[config.mk]
export PLATFORM = sky130hd
export DESIGN_NAME = serial_adder_ctrl
export DESIGN_NICKNAME = d
export VERILOG_FILES = /design/src/rtl/serial_adder_ctrl_pkg.sv /design/src/rtl/serial_adder_ctrl_fa.sv /design/src/rtl/serial_adder_ctrl.sv
export SDC_FILE = /design/constraint.sdc
export NUM_CORES = 1
export LEC_CHECK = 0
export CORE_ASPECT_RATIO = 0.8
export CORE_MARGIN = 2
export CORE_UTILIZATION = 26
export CTS_BUF_LIST = sky130_fd_sc_hd__clkbuf_8 sky130_fd_sc_hd__clkbuf_16
export DETAILED_ROUTE_END_ITERATION = 10
export GPL_TIMING_DRIVEN = 1
export PLACE_DENSITY = 0.48
export RECOVER_POWER = 50
export SKIP_LAST_GASP = 1
export SYNTH_ARGS = -nofsm -noshare
export SYNTH_HDL_FRONTEND = slang
export SYNTH_HIERARCHICAL = 1
export SYNTH_SLANG_ARGS = --single-unit
[constraint.sdc]
create_clock -name clk -period 1.45 [get_ports clk]
set_clock_uncertainty 0.1 [all_clocks]
set_input_delay 0.2175 -clock clk [delete_from_list [all_inputs] [get_ports clk]]
set_output_delay 0.2175 -clock clk [all_outputs]
set_load 0.03 [all_outputs]
[src/rtl/serial_adder_ctrl_pkg.sv]
// ============================================================================
// serial_adder_ctrl_pkg : shared state encoding and default width
// Rev 1.0
// ============================================================================
`default_nettype none

package serial_adder_ctrl_pkg;

  localparam int unsigned DEFAULT_WIDTH = 8;
  localparam int unsigned DEFAULT_CNT_W = 5;

  typedef enum logic [1:0] {
    ST_IDLE = 2'd0,
    ST_RUN  = 2'd1,
    ST_DONE = 2'd2
  } state_t;

endpackage : serial_adder_ctrl_pkg

`default_nettype wire

[src/rtl/serial_adder_ctrl_fa.sv]
// ============================================================================
// structuralFullAdder : gate-level one-bit full adder cell
// Rev 1.0
// ============================================================================
`default_nettype none

module structuralFullAdder (
  input  logic i_a,
  input  logic i_b,
  input  logic i_cin,
  output logic o_sum,
  output logic o_cout
);

  logic w_axb;
  logic w_ab;
  logic w_cx;

  xor u_x0 (w_axb, i_a, i_b);
  xor u_x1 (o_sum, w_axb, i_cin);
  and u_a0 (w_ab, i_a, i_b);
  and u_a1 (w_cx, w_axb, i_cin);
  or  u_o0 (o_cout, w_ab, w_cx);

endmodule : structuralFullAdder

`default_nettype wire

[src/rtl/serial_adder_ctrl.sv]
// ============================================================================
// serial_adder_ctrl : bit-serial adder controller around one full-adder cell
// Optional signed-overflow flag enabled by macro SERIAL_ADDER_OVF_EN.
// Rev 1.0
// ============================================================================
`default_nettype none

module serial_adder_ctrl
  import serial_adder_ctrl_pkg::*;
#(
  parameter int WIDTH = DEFAULT_WIDTH,
  parameter int CNT_W = DEFAULT_CNT_W
) (
  input  logic             clk,
  input  logic             reset,
  input  logic             start,
  input  logic [WIDTH-1:0] a,
  input  logic [WIDTH-1:0] b,
  input  logic             carryin,
  output logic             busy,
  output logic             done,
  output logic [WIDTH-1:0] sum,
  output logic             carryout,
  output logic             overflow
);

  localparam logic [CNT_W-1:0] C_LAST = CNT_W'(WIDTH - 1);

  state_t             r_state;
  logic [WIDTH-1:0]   r_a_sh;
  logic [WIDTH-1:0]   r_b_sh;
  logic               r_c;
  logic [CNT_W-1:0]   r_cnt;
  // Bit 0 of the partial sum would be shifted out unread on the final cycle,
  // so only the upper WIDTH-1 bits are stored.
  logic [WIDTH-1:1]   r_sum_sh;
  logic [WIDTH-1:0]   r_sum;
  logic               r_cout;
  logic               r_busy;
  logic               r_done;
`ifdef SERIAL_ADDER_OVF_EN
  logic               r_ovf;
`endif

  logic               w_fa_s;
  logic               w_fa_c;
  logic [WIDTH-1:0]   w_sum_next;

  structuralFullAdder u_fa (
    .i_a    (r_a_sh[0]),
    .i_b    (r_b_sh[0]),
    .i_cin  (r_c),
    .o_sum  (w_fa_s),
    .o_cout (w_fa_c)
  );

  assign w_sum_next = {w_fa_s, r_sum_sh};

  always_ff @(posedge clk or posedge reset) begin
    if (reset) begin
      r_state  <= ST_IDLE;
      r_a_sh   <= '0;
      r_b_sh   <= '0;
      r_c      <= 1'b0;
      r_cnt    <= '0;
      r_sum_sh <= '0;
      r_sum    <= '0;
      r_cout   <= 1'b0;
      r_busy   <= 1'b0;
      r_done   <= 1'b0;
`ifdef SERIAL_ADDER_OVF_EN
      r_ovf    <= 1'b0;
`endif
    end else begin
      unique case (r_state)
        ST_IDLE: begin
          if (start) begin
            r_a_sh   <= a;
            r_b_sh   <= b;
            r_c      <= carryin;
            r_cnt    <= '0;
            r_sum_sh <= '0;
            r_busy   <= 1'b1;
            r_state  <= ST_RUN;
          end
        end
        ST_RUN: begin
          r_a_sh   <= r_a_sh >> 1;
          r_b_sh   <= r_b_sh >> 1;
          r_sum_sh <= w_sum_next[WIDTH-1:1];
          r_c      <= w_fa_c;
          r_cnt    <= r_cnt + CNT_W'(1);
          if (r_cnt == C_LAST) begin
            r_sum   <= w_sum_next;
            r_cout  <= w_fa_c;
`ifdef SERIAL_ADDER_OVF_EN
            // Carry into the MSB differs from carry out of it.
            r_ovf   <= r_c ^ w_fa_c;
`endif
            r_done  <= 1'b1;
            r_state <= ST_DONE;
          end
        end
        ST_DONE: begin
          r_done  <= 1'b0;
          r_busy  <= 1'b0;
          r_state <= ST_IDLE;
        end
        default: begin
          r_done  <= 1'b0;
          r_busy  <= 1'b0;
          r_state <= ST_IDLE;
        end
      endcase
    end
  end

  assign busy     = r_busy;
  assign done     = r_done;
  assign sum      = r_sum;
  assign carryout = r_cout;
`ifdef SERIAL_ADDER_OVF_EN
  assign overflow = r_ovf;
`else
  assign overflow = 1'b0;
`endif

endmodule : serial_adder_ctrl

`default_nettype wire
Word level (Yosys, flattened, before mapping):

Index checks and enable logic that the tools add are counted.

* bits in registers: 42
* output and inout port bits: 12

* $add $sub $neg: 1
* equality and inequality tests: 4
* multiplexer cells: 17
* bitwise gates (word level): 7
* reductions and logical operators: 7

Operators with widths (number)
* $pmux 8 s2: 2
* $mux 8: 2
* $pmux 7 s2: 1
* $pmux 5 s2: 1
* $reduce_and 2->1: 5
* $mux 7: 1
* $pmux 1 s2: 3
* $add 5x1->5 const B: 1
* $eq 5x3->1 const B: 1
* $mux 5: 1
* $mux 2: 2
* $ne 2x2->1 const B: 2
* $pmux 2 s2: 1
* $mux 1: 3
* $and 1x1->1: 2
* $eq 2x1->1 const B: 1
* $logic_not 2->1: 1
* $not 1->1: 2
* $reduce_bool 2->1: 1
* $xor 1x1->1: 2
* $or 1x1->1: 1

Logic depth before layout (Yosys ltp):

* depth after elaboration: 4
* depth in mapped cells: 5
* depth with buffers taken out: 4

Cells and area by module:

The synthesis kept the hierarchy.

Modules (own cells, without submodules)
* serial_adder_ctrl: times used 1, cells each 166, area an instance 1874.3 sq um, sequential area each 1051.0 sq um
* structuralFullAdder: times used 1, cells each 1, area an instance 20.0 sq um, sequential area each 0.0 sq um

Worst setup path after synthesis:

OpenSTA, ideal clock, no wires.

* kind: register -> register
* start: register r_cnt[0]
* end: register r_cout (netlist: carryout)
* setup time: 0.125 ns
* arrival: 1.338 ns
* data required time: 1.225 ns
* setup slack: -0.113 ns
* cell stages (with the launch flop): 6
* clock period less this slack: 1.563 ns
* cell sequence: dfrtp_1 -> ha_1 -> and4bb_1 -> nand2_2 -> buf_6 -> mux2_4

* longest elaborated chain between the ends: 2

Ends and longest elaborated chain
* start, declared: line serial_adder_ctrl.sv:33 `logic [CNT_W-1:0] r_cnt;`
* start signal, assigned: line serial_adder_ctrl.sv:92 `r_cnt <= r_cnt + CNT_W'(1);`
* $eq 5x3->1: line serial_adder_ctrl.sv:93 `if (r_cnt == C_LAST) begin`
* $reduce_and 2->1 (no source line)
* end signal, assigned: line serial_adder_ctrl.sv:95 `r_cout <= w_fa_c;`
* end, declared: line serial_adder_ctrl.sv:38 `logic r_cout;`

No other way between the ends.
A chain may end at the register's enable or synchronous reset.

Worst setup path after layout:

* start: register r_cnt[0]
* end: register r_sum[2] (netlist: sum[2])

* longest elaborated chain between the ends: 2

Ends and longest elaborated chain
* $eq 5x3->1: line serial_adder_ctrl.sv:93
* $reduce_and 2->1 (no source line)
* end signal, assigned: line serial_adder_ctrl.sv:94 `r_sum <= w_sum_next;`
* end, declared: line serial_adder_ctrl.sv:37 `logic [WIDTH-1:0] r_sum;`

No other way between the ends.

==> impl_results.md <==
* Syn avg cell area at 11.3 sq um
* Tmin final at 1.55 ns
* Post-synthesis instance area at 0.00189 sq mm
* Peak VDD IR at 0.636 mV
* R2r setup slk at -0.1 ns
* ANT nets after route at 0
* Synth Register Bits at 42
* Placement Cell Area at 0.00242 sq mm
* FF-to-FF Start: r_cnt[0]$_DFFE_PP0P_
* Residual DRC count at 0
* Die Span X at 99.4 microns
* Largest net degree at the start of global routing at 43
* Top cells by area, synth: dfrtp_1 (55%), and3b_1 (6.5%), mux2_4 (6.3%), o21ai_0 (5.5%), a21oi_1 (4.5%)
* Critical path launch point: r_cnt[0]$_DFFE_PP0P_
* Setup violations, final at 11
* Design Area, Final at 0.00258 sq mm
* Class of the worst hold path: flip-flop to flip-flop
* Failing checks: negative setup slack
* Reg2reg end: sum[2]$_DFFE_PP0P_
* CTS H-tree lvls at 2
* Ys Warns at 6
* Distinct cells, synth at 26
* Post-detail-place hpwl at 2580 microns
* Reg clk slew, reported paths at 0.08 ns
* Setup TNS at -0.846 ns
* M3 GR Usage at 3.13%
* End point of the critical path: sum[2]$_DFFE_PP0P_
* Layout fillers at 730
* Root buffer cell: clkbuf_8
* # nets final at 238
* CTS tree: yes
* Area grow syn2layout at 36.4%
* Mapped Nets at 189
* Crit share post-route at 107%
* Min Hold Slack at 0.385 ns
* GRT busiest layer: met2
* Met2 usage at 16.8%
* Wirelength, routed at 3890 microns
* Row cnt at 27
* FMAX at 0.645 GHz
* Worst-skew pair later-pin latency at 0.29 ns
* Total track usage at 10.8%
* Per-cell routed wire length at 12.8 microns
* Max Root-Sink Buffers at 2
* CP arrival at 1.62 ns
* Layout cells sized above 1 at 21.3%
* Initial antenna violation count at 0
* Total die area at 0.00799 sq mm
* Worst hold stages at 2
* Initial DRC Count at 48
* Gp weighted congestion at 0.704
* Worst Path Max Fanout at 6
* Place WS at -0.196 ns
* IO Count at 32
* Static Leak at 1.29 nW
* Max Slew Vio Count at 0
* Max cap viols at 0
* Port Buffers at 30
* Critical setup path kind: flip-flop to flip-flop
* Vias per std cell at 4.49
* Worst-Margin Slew at 0.585 ns
* Ant diodes at 0
* Grt ovf at 0
* Starting Density at 27.2%
* Worst Setup Start Kind: flip-flop
* Seq/Total Area, Yosys at 55.5%
* Max-slew headroom at 61.0%
* Status: finished with violations
* Global-route wire length before repair at 6820 microns
* Final Hold Fails at 0
* RSZ-0062 raised after global routing: true
* Vias in the first global route at 1406
* Cell Pwr Density at 1920 mW/mm^2
* Core Region at 0.00696 sq mm
* Clk sinks at 42
* Crit path required time at 1.52 ns
* Synth top area share at 55.5%
* Crit end category: flip-flop
* Met1 Use GR at 14.7%
* Final WS setup at -0.0996 ns
* Drt first pass iters at 4
* Reg2Reg Depth at 5
* TritonCTS buffer count at 5
* Die boundary height at 80.3 microns
* Cell taking the most area after synthesis: dfrtp_1
* Post-Syn Instances at 167
* DR vias at 1359
[worst max-delay path, cell delays in order (launching register included)]
cell      delay, ns
dfrtp_1        0.38
ha_2           0.19
and4bb_1       0.21
nand2_2        0.13
buf_12         0.14
mux2_4         0.29
[state kept, by name, indices dropped and copies added (netlist names)]
signal	cells
busy	1
carryout	1
done	1
r_a_sh	8
r_b_sh	8
r_c	1
r_cnt	5
r_state	2
r_sum_sh	7
sum	8
[cell type report]
cell class	count	area, sq um	area share (%)
clock buffers	6	82.6	3.20
flip-flops and latches	42	1050	40.7
repair buffers	54	510	19.8
well taps	87	109	4.21
inverters	4	15.0	0.581
multi-input cells	109	786	30.4
clock inverters	1	30.0	1.16
[placed cells by master (no fill, tap or decap), drive strengths merged]
cell and count:
dfrtp 42, buf 23, o21ai 21, nand2 20, clkdlybuf4s50 18, a21oi 17
and3b 14, dlygate4sd2 11, a22o 9, mux2 9, clkbuf 7, inv 4
nor2b 4, mux2i 3, nand2b 2, nand4 2, o21bai 1, or3b 1
and2b 1, and4bb 1, a22oi 1, ha 1, conb 1, bufinv 1
dlygate4sd3 1, fa 1
[synthesized netlist by cell type (all sizes together)]
master and count:
dfrtp 42, o21ai 21, nand2 20, a21oi 17
and3b 14, a22o 9, mux2 9, buf 8
clkbuf 4, inv 4, nor2b 4, mux2i 3
nand2b 2, nand4 2, a22oi 1, and2b 1
and4bb 1, conb 1, fa 1, ha 1
o21bai 1, or3b 1
[report_power, final]
group	internal, W	switching (W)	total (W)
combinational	0.00108	0.00101	0.00209
clock	0.000551	0.000398	0.000949
sequential	0.00165	0.000275	0.00193
[metrics by stage]
step	util (%)	cells	power [W]
2_1_floorplan	-	167	0.00322
3_3_place_gp	34.8	291	0.00403
3_5_place_dp	34.8	291	0.00405
4_1_cts	36.5	300	0.00494
5_1_grt	37.1	303	0.00535
6_report	37.1	303	0.00496
[logic make-up after synthesis]
logic type	share of synthesized area [%]
buffers and inverters	4.29
other	0.198
DFF	55.5
AOI/OAI and AO/OA	15.0
and+or+nand+nor	14.8
adders and majority gates	1.72
muxes	8.52
[layer usage]
| metal | vias up | wire length, microns |
|---|---|---|
| met1 | 634 | 1990 |
| met5 | - | 0 |
| met2 | 33 | 1660 |
| li1 | 687 | - |
| met3 | 5 | 201 |
| met4 | 0 | 32 |
[repair_timing]
action	CTS	global route
pin swaps	2	1
buffers inserted	2	3
resized for setup	12	10
hold endpoints to repair	0	0
hold buffers	0	0
setup endpoints to repair	22	25
[worst min path at each step]
stage | start | end | slack, ns
global route | r_a_sh[5]$_DFFE_PP0P_ | r_a_sh[5]$_DFFE_PP0P_ | 0.41
floorplan | a[7] | r_a_sh[7]$_DFFE_PP0P_ | 0.31
global placement | r_b_sh[2]$_DFFE_PP0P_ | r_b_sh[2]$_DFFE_PP0P_ | 0.36
detailed placement | r_a_sh[5]$_DFFE_PP0P_ | r_a_sh[5]$_DFFE_PP0P_ | 0.37
CTS | reset | r_state[1]$_DFFE_PP0P_ | 0.19
finish | r_b_sh[4]$_DFFE_PP0P_ | r_b_sh[4]$_DFFE_PP0P_ | 0.39
No activity file was read; power rests on OpenSTA's default activity.
